`src/rtl/pakin_bfifo.sv`:
```
// pakin_bfifo -- receive side of a four-phase req/ack link.
// Accepts one packet per req pulse, checks its redundancy field, and queues
// good packets ({addr,data}) in a 2^FSZ-deep circular FIFO.
// Bad packets are still acknowledged but are dropped. They set a sticky error
// flag and bump a saturating 8-bit counter.
//
// Ports:
//   i_clk, reset         clock (rising edge), async active-high reset
//   rcv0_req/data/ack    link handshake; ack is registered
//   o_valid/o_ready      FIFO head handshake; pop on o_valid & o_ready
//   o_addr/o_data        FIFO head fields (combinational from head entry)
//   has_err, o_err_cnt   sticky error flag, saturating bad-packet count
//   dbg_busy             handshake in progress or FIFO non-empty
//
// state   | meaning
// ST_IDLE | ack low, waiting for req (held off while FIFO full)
// ST_ACK  | packet taken, ack high, waiting for req to drop
module pakin_bfifo #(
  parameter int PSZ = 12,
  parameter int ASZ = 4,
  parameter int DSZ = 4,
  parameter int RSZ = 4,
  parameter int FSZ = 2
) (
  input  logic           i_clk,
  input  logic           reset,
  input  logic           rcv0_req,
  input  logic [PSZ-1:0] rcv0_data,
  output logic           rcv0_ack,
  output logic           o_valid,
  input  logic           o_ready,
  output logic [ASZ-1:0] o_addr,
  output logic [DSZ-1:0] o_data,
  output logic           has_err,
  output logic [7:0]     o_err_cnt,
  output logic           dbg_busy
);

  localparam int PLW   = ASZ + DSZ;
  localparam int DEPTH = 1 << FSZ;
  // Number of RSZ-wide slices covering the payload; top slice is zero-padded.
  localparam int NSL   = (PLW + RSZ - 1) / RSZ;

  localparam logic [FSZ:0]   FULL_CNT = {1'b1, {FSZ{1'b0}}};
  localparam logic [FSZ:0]   CNT_ONE  = 1;
  localparam logic [FSZ-1:0] PTR_ONE  = 1;

  typedef enum logic {ST_IDLE, ST_ACK} state_t;

  state_t         state_q, state_d;
  logic           ack_q, ack_d;
  logic           err_q, err_d;
  logic [7:0]     err_cnt_q, err_cnt_d;
  logic [FSZ-1:0] wr_ptr_q, wr_ptr_d;
  logic [FSZ-1:0] rd_ptr_q, rd_ptr_d;
  logic [FSZ:0]   count_q, count_d;
  logic [PLW-1:0] mem_q [DEPTH];

  logic [PLW-1:0]     payload;
  logic [NSL*RSZ-1:0] payload_pad;
  logic [RSZ-1:0]     redun_exp;
  logic               pkt_good;
  logic               full;
  logic               push;
  logic               pop;

  assign payload     = rcv0_data[PSZ-1:RSZ];
  assign payload_pad = (NSL*RSZ)'(payload);

  always_comb begin
    redun_exp = '0;
    for (int s = 0; s < NSL; s++) begin
      redun_exp = redun_exp ^ payload_pad[s*RSZ +: RSZ];
    end
  end

  assign pkt_good = (redun_exp == rcv0_data[RSZ-1:0]);
  assign full     = (count_q == FULL_CNT);
  assign o_valid  = (count_q != '0);
  assign pop      = o_valid & o_ready;

  always_comb begin
    state_d   = state_q;
    ack_d     = ack_q;
    err_d     = err_q;
    err_cnt_d = err_cnt_q;
    push      = 1'b0;
    case (state_q)
      ST_IDLE: begin
        // Full is judged on the pre-pop count, so a same-cycle pop never
        // frees room for a push; the sender simply waits one more cycle.
        if (rcv0_req && !full) begin
          state_d = ST_ACK;
          ack_d   = 1'b1;
          if (pkt_good) begin
            push = 1'b1;
          end else begin
            err_d = 1'b1;
            if (err_cnt_q != 8'hFF) err_cnt_d = err_cnt_q + 8'd1;
          end
        end
      end
      ST_ACK: begin
        if (!rcv0_req) begin
          state_d = ST_IDLE;
          ack_d   = 1'b0;
        end
      end
      default: begin
        state_d = ST_IDLE;
        ack_d   = 1'b0;
      end
    endcase

    wr_ptr_d = push ? wr_ptr_q + PTR_ONE : wr_ptr_q;
    rd_ptr_d = pop  ? rd_ptr_q + PTR_ONE : rd_ptr_q;
    count_d  = count_q;
    case ({push, pop})
      2'b10:   count_d = count_q + CNT_ONE;
      2'b01:   count_d = count_q - CNT_ONE;
      default: count_d = count_q;
    endcase
  end

  always_ff @(posedge i_clk or posedge reset) begin
    if (reset) begin
      state_q   <= ST_IDLE;
      ack_q     <= 1'b0;
      err_q     <= 1'b0;
      err_cnt_q <= 8'd0;
      wr_ptr_q  <= '0;
      rd_ptr_q  <= '0;
      count_q   <= '0;
    end else begin
      state_q   <= state_d;
      ack_q     <= ack_d;
      err_q     <= err_d;
      err_cnt_q <= err_cnt_d;
      wr_ptr_q  <= wr_ptr_d;
      rd_ptr_q  <= rd_ptr_d;
      count_q   <= count_d;
    end
  end

  // Storage needs no reset: entries are only visible while count says so.
  always_ff @(posedge i_clk) begin
    if (push) mem_q[wr_ptr_q] <= payload;
  end

  assign rcv0_ack  = ack_q;
  assign has_err   = err_q;
  assign o_err_cnt = err_cnt_q;
  assign {o_addr, o_data} = mem_q[rd_ptr_q];
  assign dbg_busy  = (state_q == ST_ACK) | (count_q != '0);

endmodule
```
`config.mk`:
```
export PLATFORM = sky130hd
export DESIGN_NAME = pakin_bfifo
export DESIGN_NICKNAME = d
export VERILOG_FILES = /design/src/rtl/pakin_bfifo.sv
export SDC_FILE = /design/constraint.sdc
export NUM_CORES = 1
export LEC_CHECK = 0
export CAP_MARGIN = 20
export CELL_PAD_IN_SITES_DETAIL_PLACEMENT = 1
export CELL_PAD_IN_SITES_GLOBAL_PLACEMENT = 2
export CORE_UTILIZATION = 38
export DETAILED_ROUTE_END_ITERATION = 16
export HOLD_SLACK_MARGIN = 0.12
export PLACE_DENSITY = 0.81
export SETUP_SLACK_MARGIN = 0.4
export SYNTH_ARGS = -nofsm -noshare
export SYNTH_HDL_FRONTEND = slang
export SYNTH_SLANG_ARGS = --single-unit
```
`constraint.sdc`:
```
create_clock -name i_clk -period 2.65 [get_ports i_clk]
set_input_delay 0.53 -clock i_clk [delete_from_list [all_inputs] [get_ports i_clk]]
set_output_delay 0.53 -clock i_clk [all_outputs]
set_load 0.01 [all_outputs]
```
# ---- Word-level counts from Yosys, hierarchy flattened
# Memory sizes are Yosys's and may differ from the RTL's.
# Cells that the tools add are included.
dict set report word_totals {
  input_bits 16
  register_bits 18
  mem_bits_rw 32
  elab_cells 44
  memories 1
}
dict set report op_classes {
  n_reduce_logical 7
  bitwise_logic 5
  mux 12
  eq_ne 7
  n_addsub 5
}
# memory depth width read_ports rd_ports_with_merged_regs wr line
set mem_list {}
lappend mem_list {mem_q 4 8 1 0 1 57} ;# logic [PLW-1:0] mem_q [DEPTH];
# op count
set ops {}
lappend ops {{2-to-1 mux 1 bit} 9}
lappend ops {{adder 8 x 1 -> 8 bit (second input constant)} 1}
lappend ops {{inequality test 8 bit (second input constant)} 1}
lappend ops {{case mux 3 bit (2 select lines)} 1}
lappend ops {{adder 2 x 1 -> 2 bit (second input constant)} 2}
lappend ops {{equality test 4 bit} 1}
lappend ops {{inequality test 2 bit (second input constant)} 2}
lappend ops {{case mux 1 bit (2 select lines)} 2}
lappend ops {{AND reduction 4 bit} 1}
lappend ops {{bitwise XOR 4 bit} 1}
lappend ops {{adder 3 x 1 -> 3 bit (second input constant)} 1}
lappend ops {{equality test 3 bit (second input constant)} 1}
lappend ops {{AND reduction 3 bit} 1}
lappend ops {{nonzero test 3 bit} 1}
lappend ops {{subtractor 3 x 1 -> 3 bit (second input constant)} 1}
lappend ops {{equality test 2 x 1 -> 1 bit (second input constant)} 1}
lappend ops {{equality test 2 bit (second input constant)} 1}
lappend ops {{NOT 1 bit} 2}
lappend ops {{AND reduction 2 bit} 1}
lappend ops {{nonzero test 2 bit} 1}
lappend ops {{bitwise AND 1 bit} 1}
lappend ops {{logical AND 1 bit} 1}
lappend ops {{logical NOT 1 bit} 1}
lappend ops {{bitwise OR 1 bit} 1}

# ---- Longest topological paths before layout
dict set report depth {
  ltp_word 7
  mapped_depth 12
  depth_no_buf 10
}

# ---- Worst setup path after synthesis
# Ideal clock, no wire load.
dict set report synth_timing {
  kind {input -> register}
  startpoint {input port rcv0_data[10]}
  endpoint {register count_q[2]}
  setup_time_ns 0.079
  path_slack_ns 0.091
  t_arrival_ns 2.480
  path_buffers 2
  cell_stages 12
  cell_sequence {xnor3_1 -> and4_4 -> buf_6 -> and3_4 -> buf_6 -> inv_1 -> ha_1 -> inv_1 -> fa_1 -> xor2_1 -> nor2_1 -> xor2_1}
}
dict set report synth_between {
  elab_chain_len 7
  word_cells_on_any_way 9
}
# element line
set synth_lines {}
lappend synth_lines {{start: declaration} 28} ;# input logic [PSZ-1:0] rcv0_data,
lappend synth_lines {{bitwise XOR 4 bit (*)} 73} ;# redun_exp = redun_exp ^ payload_pad[s*RSZ +: RSZ];
lappend synth_lines {{equality test 4 bit (*)} 77} ;# assign pkt_good = (redun_exp == rcv0_data[RSZ-1:0]);
lappend synth_lines {{2-to-1 mux 1 bit (*)} 95} ;# if (pkt_good) begin
lappend synth_lines {{2-to-1 mux 1 bit (*)} 92} ;# if (rcv0_req && !full) begin
lappend synth_lines {{2-to-1 mux 1 bit (*)} 88} ;# case (state_q)
lappend synth_lines {{equality test 2 x 1 -> 1 bit / equality test 2 bit (equally long branches)} 118} ;# case ({push, pop})
lappend synth_lines {{case mux 3 bit (2 select lines) / nonzero test 2 bit (equally long branches)} -}
lappend synth_lines {{end signal: assignment} 141} ;# count_q <= count_d;
lappend synth_lines {{end: declaration} 56} ;# logic [FSZ:0] count_q, count_d;
# Mark *: on every way between the ends. The rest lies on a longest branch, timed or not.
# A chain may end at the register's enable or synchronous reset.

# ---- Worst setup path in the final report
dict set report layout_timing {
  startpoint {input port rcv0_data[11]}
  endpoint {register count_q[2]}
}
# Same word-level chain as after synthesis.

==> run metrics <==
Die Footprint=6198 sq um; drt wl/cell=16.72 um; via count=1291; I/O pin cnt=36; number of library cell types mapped by synthesis=40; Slew HR=51.86%; Slowest-stage cell, CP=xnor3_1; CTS tree=yes; RePlAce Congestion=between 0.7 and 0.8; Worst-Skew Late Latency=0.30 ns; Nets=211; Leak=1.170 nW; clock slew at reported path FFs=about 0.09 ns; Diodes inserted=0; f_max=about 0.44 GHz; area of the mapped netlist=approximately 2200 sq um; Comb power frac=35.7%; number of H-tree levels=2; min-delay src=has_err$_DFFE_PP0P_; syn_area_per_cell=16.95 sq um; critical path type=input pin to register; pre-CTS setup slack=-0.3321 ns; Net Sw Frac=29.67%; unrepaired setup endpoints after global routing=true; Ys Warns=0; part of the power in registers=between 40% and 50%; period utilization=86.57%; syn nets=155; # setup viols final=0; slew of the pin with the lowest slew margin=0.7213 ns; Iter 0 DRT Violations=37; number of synthesized register bits=50; crit path launch=rcv0_data[11]; delay-heaviest family, CP=XOR/XNOR gates; Layout area overhead=29.64%; Worst Skew=around 0.0045 ns; Setup crit end kind=register; worst-path cell chain=dlygate4sd2_1 -> xnor3_1 -> and4_4 -> and3_4 -> inv_4 -> ha_4 -> inv_2 -> fa_2 -> xor2_1 -> nor2_1 -> xor2_1; M1 GR Usage=17.36%; Critical Path AT=2.52 ns; MaxCap Viol Count=0; fin. max-slew vios=0; grt total ovfl=0; initial antenna violation count=0; Root Driver=clkbuf_8; final hold slack=0.4925 ns; Die Span Y=78.73 um; run status=finished, final reports clean; largest net degree at the start of global routing=19; clk buf depth=2; RR Startpoint=count_q[1]$_DFFE_PP0P_; Sink Count=50; Mapped Cells=roughly 130; Site Rows=27; Post-DRT Antenna Nets=0; P_int=around 0.0018 W; Die Wd=between 70 and 80 um; detailed-route wire length=4364 um; dpl cells=248; number of hold violations in the final report=0; drt pass-1 iters=4; share of cells above drive strength 1=26.46%; Critical Path RT=2.87 ns; first-pass GRT wire length=6906 um; CP most frequent cell=xor2_1; CP startpoint kind=input pin; Clock Power Share=20.9%; met3 usage=3.563%; sequential fraction of the synthesis area=a little over three fifths; Placement Cell Area=2761 sq um; total power=0.002491 W; DR DRC count=0; worst vdd ir=0.3851 mV; GRT Util Overall=between 10% and 20%; fin worst setup slack=0.3559 ns; Period minus WS final=2.294 ns; CORE AREA=5574 sq um; Cell Pwr Density=858.8 nW/um^2; Vias/cell=4.946; initial core utilization=40.13%; PortBufs=35; vias in the first global route=1432; CTS buffer count=5; HP Class=register to register; grt peak-use layer=met2; worst-path maximum fanout=2; Non-Filler Cell Area, Final=2900 sq um; final std cells w/o fill=261; met2 global-route usage=27.65%; DP HPWL=3209 um; P_sw=between 0.0007 and 0.0008 W; Worst path max stage delay=0.36 ns; Worst Path Buf+Inv=3
## through the flow
step / utilization, % / setup TNS, ns
2_1_floorplan: - / 0
3_3_place_gp: 49.54 / -0.2385
3_5_place_dp: 49.54 / -0.4496
4_1_cts: 51.69 / 0
5_1_grt: 52.03 / 0
6_report: 52.03 / 0
## path summary, 6_finish.rpt
path,endpoint,slack (ns),depth (start not counted)
max in group asynchronous,rd_ptr_q[1]$_DFFE_PP0P_,1.55,2
worst min register to register,has_err$_DFFE_PP0P_,0.49,1
worst min-delay path,has_err$_DFFE_PP0P_,0.49,1
min in group asynchronous,rcv0_ack$_DFFE_PP0P_,0.64,2
worst max-delay path,count_q[2]$_DFFE_PP0P_,0.36,11
worst max register to register,count_q[2]$_DFFE_PP0P_,0.36,10
## power by group through the flow
stage	Sequential (W)	Clock (W)	Combinational [W]
global placement	0.00109	0	0.000827
global route	0.00110	0.000547	0.000966
finish	0.00108	0.000519	0.000890
CTS	0.00109	0.000531	0.000886
floorplan	0.00106	0	0.000497
detailed placement	0.00110	0	0.000875
## registers in the layout, indices dropped and copies added (netlist names)
| name | flops |
|---|---|
| state_q | 1 |
| wr_ptr_q | 2 |
| rcv0_ack | 1 |
| o_err_cnt | 8 |
| mem_q | 32 |
| has_err | 1 |
| rd_ptr_q | 2 |
| count_q | 3 |
## synth_stat cells (all sizes together)
cell    number  area, sq um
nor4         5        37.53
nand2b       1        6.260
nand3        3        15.01
mux4         8        180.2
or2          1        6.260
and2b        1        8.760
mux2         3        37.53
xnor3        4        90.09
and2         5        36.29
o21bai       1        7.510
mux2i        1        10.01
nand2        3        11.26
or3b         1        8.760
buf          4        31.27
or3          1        6.260
xor2         9        78.83
nand4        1        6.260
o21a         1        7.510
and4         2        20.02
nor3         2        15.01
dfrtp       18        450.4
nand3b       1        7.510
nor4b        1        15.01
ha           6        75.07
inv          8        30.03
nor2         1        3.750
o21ai        2        10.01
fa           1        20.02
and3         2        17.52
edfxtp      32        960.9
xnor2        3        26.28
## routing by layer
| metal | up-vias | part of all wire, % |
|---|---|---|
| met3 | 7 | 5.3 |
| li1 | 599 | - |
| met4 | 0 | 1.0 |
| met1 | 649 | 41 |
| met2 | 36 | 53 |
| met5 | - | 0 |
## logic make-up after synthesis
logic type               share of synthesized area (%)
AO/OA/AOI/OAI                                    1.119
XOR/XNOR                                         8.725
multiplexers                                     10.18
buffers and inverters                            2.740
adder cells (fa/ha/maj)                          4.251
AND/OR/NAND/NOR                                  9.900
flip-flops                                       63.09
## final cells by class
class | count | area, sq um
multi-input cells | 70 | 782.0
fillers | 556 | 2674
well taps | 72 | 90.09
repair buffers | 53 | 478.0
flip-flops and latches | 50 | 1411
clock inverters | 1 | 30.03
clock buffers | 7 | 76.32
inverters | 8 | 32.53
## placed cells by master (no fill, tap or decap), types with 5 or more instances in the layout
master / n
edfxtp_1: 32
buf_4: 17
dfrtp_1: 18
clkdlybuf4s50_1: 15
ha_1: 5
clkdlybuf4s15_1: 5
clkbuf_8: 5
dlygate4sd2_1: 14
xor2_1: 9
inv_1: 6
mux4_2: 8
## timing repair
action	in CTS	in global routing
gates cloned	0	0
setup buffers	4	1
hold buffers	0	0
setup endpoints to repair	44	9
gates resized for setup	21	7
pin swaps	8	3
(Power assumes the default switching activity.)
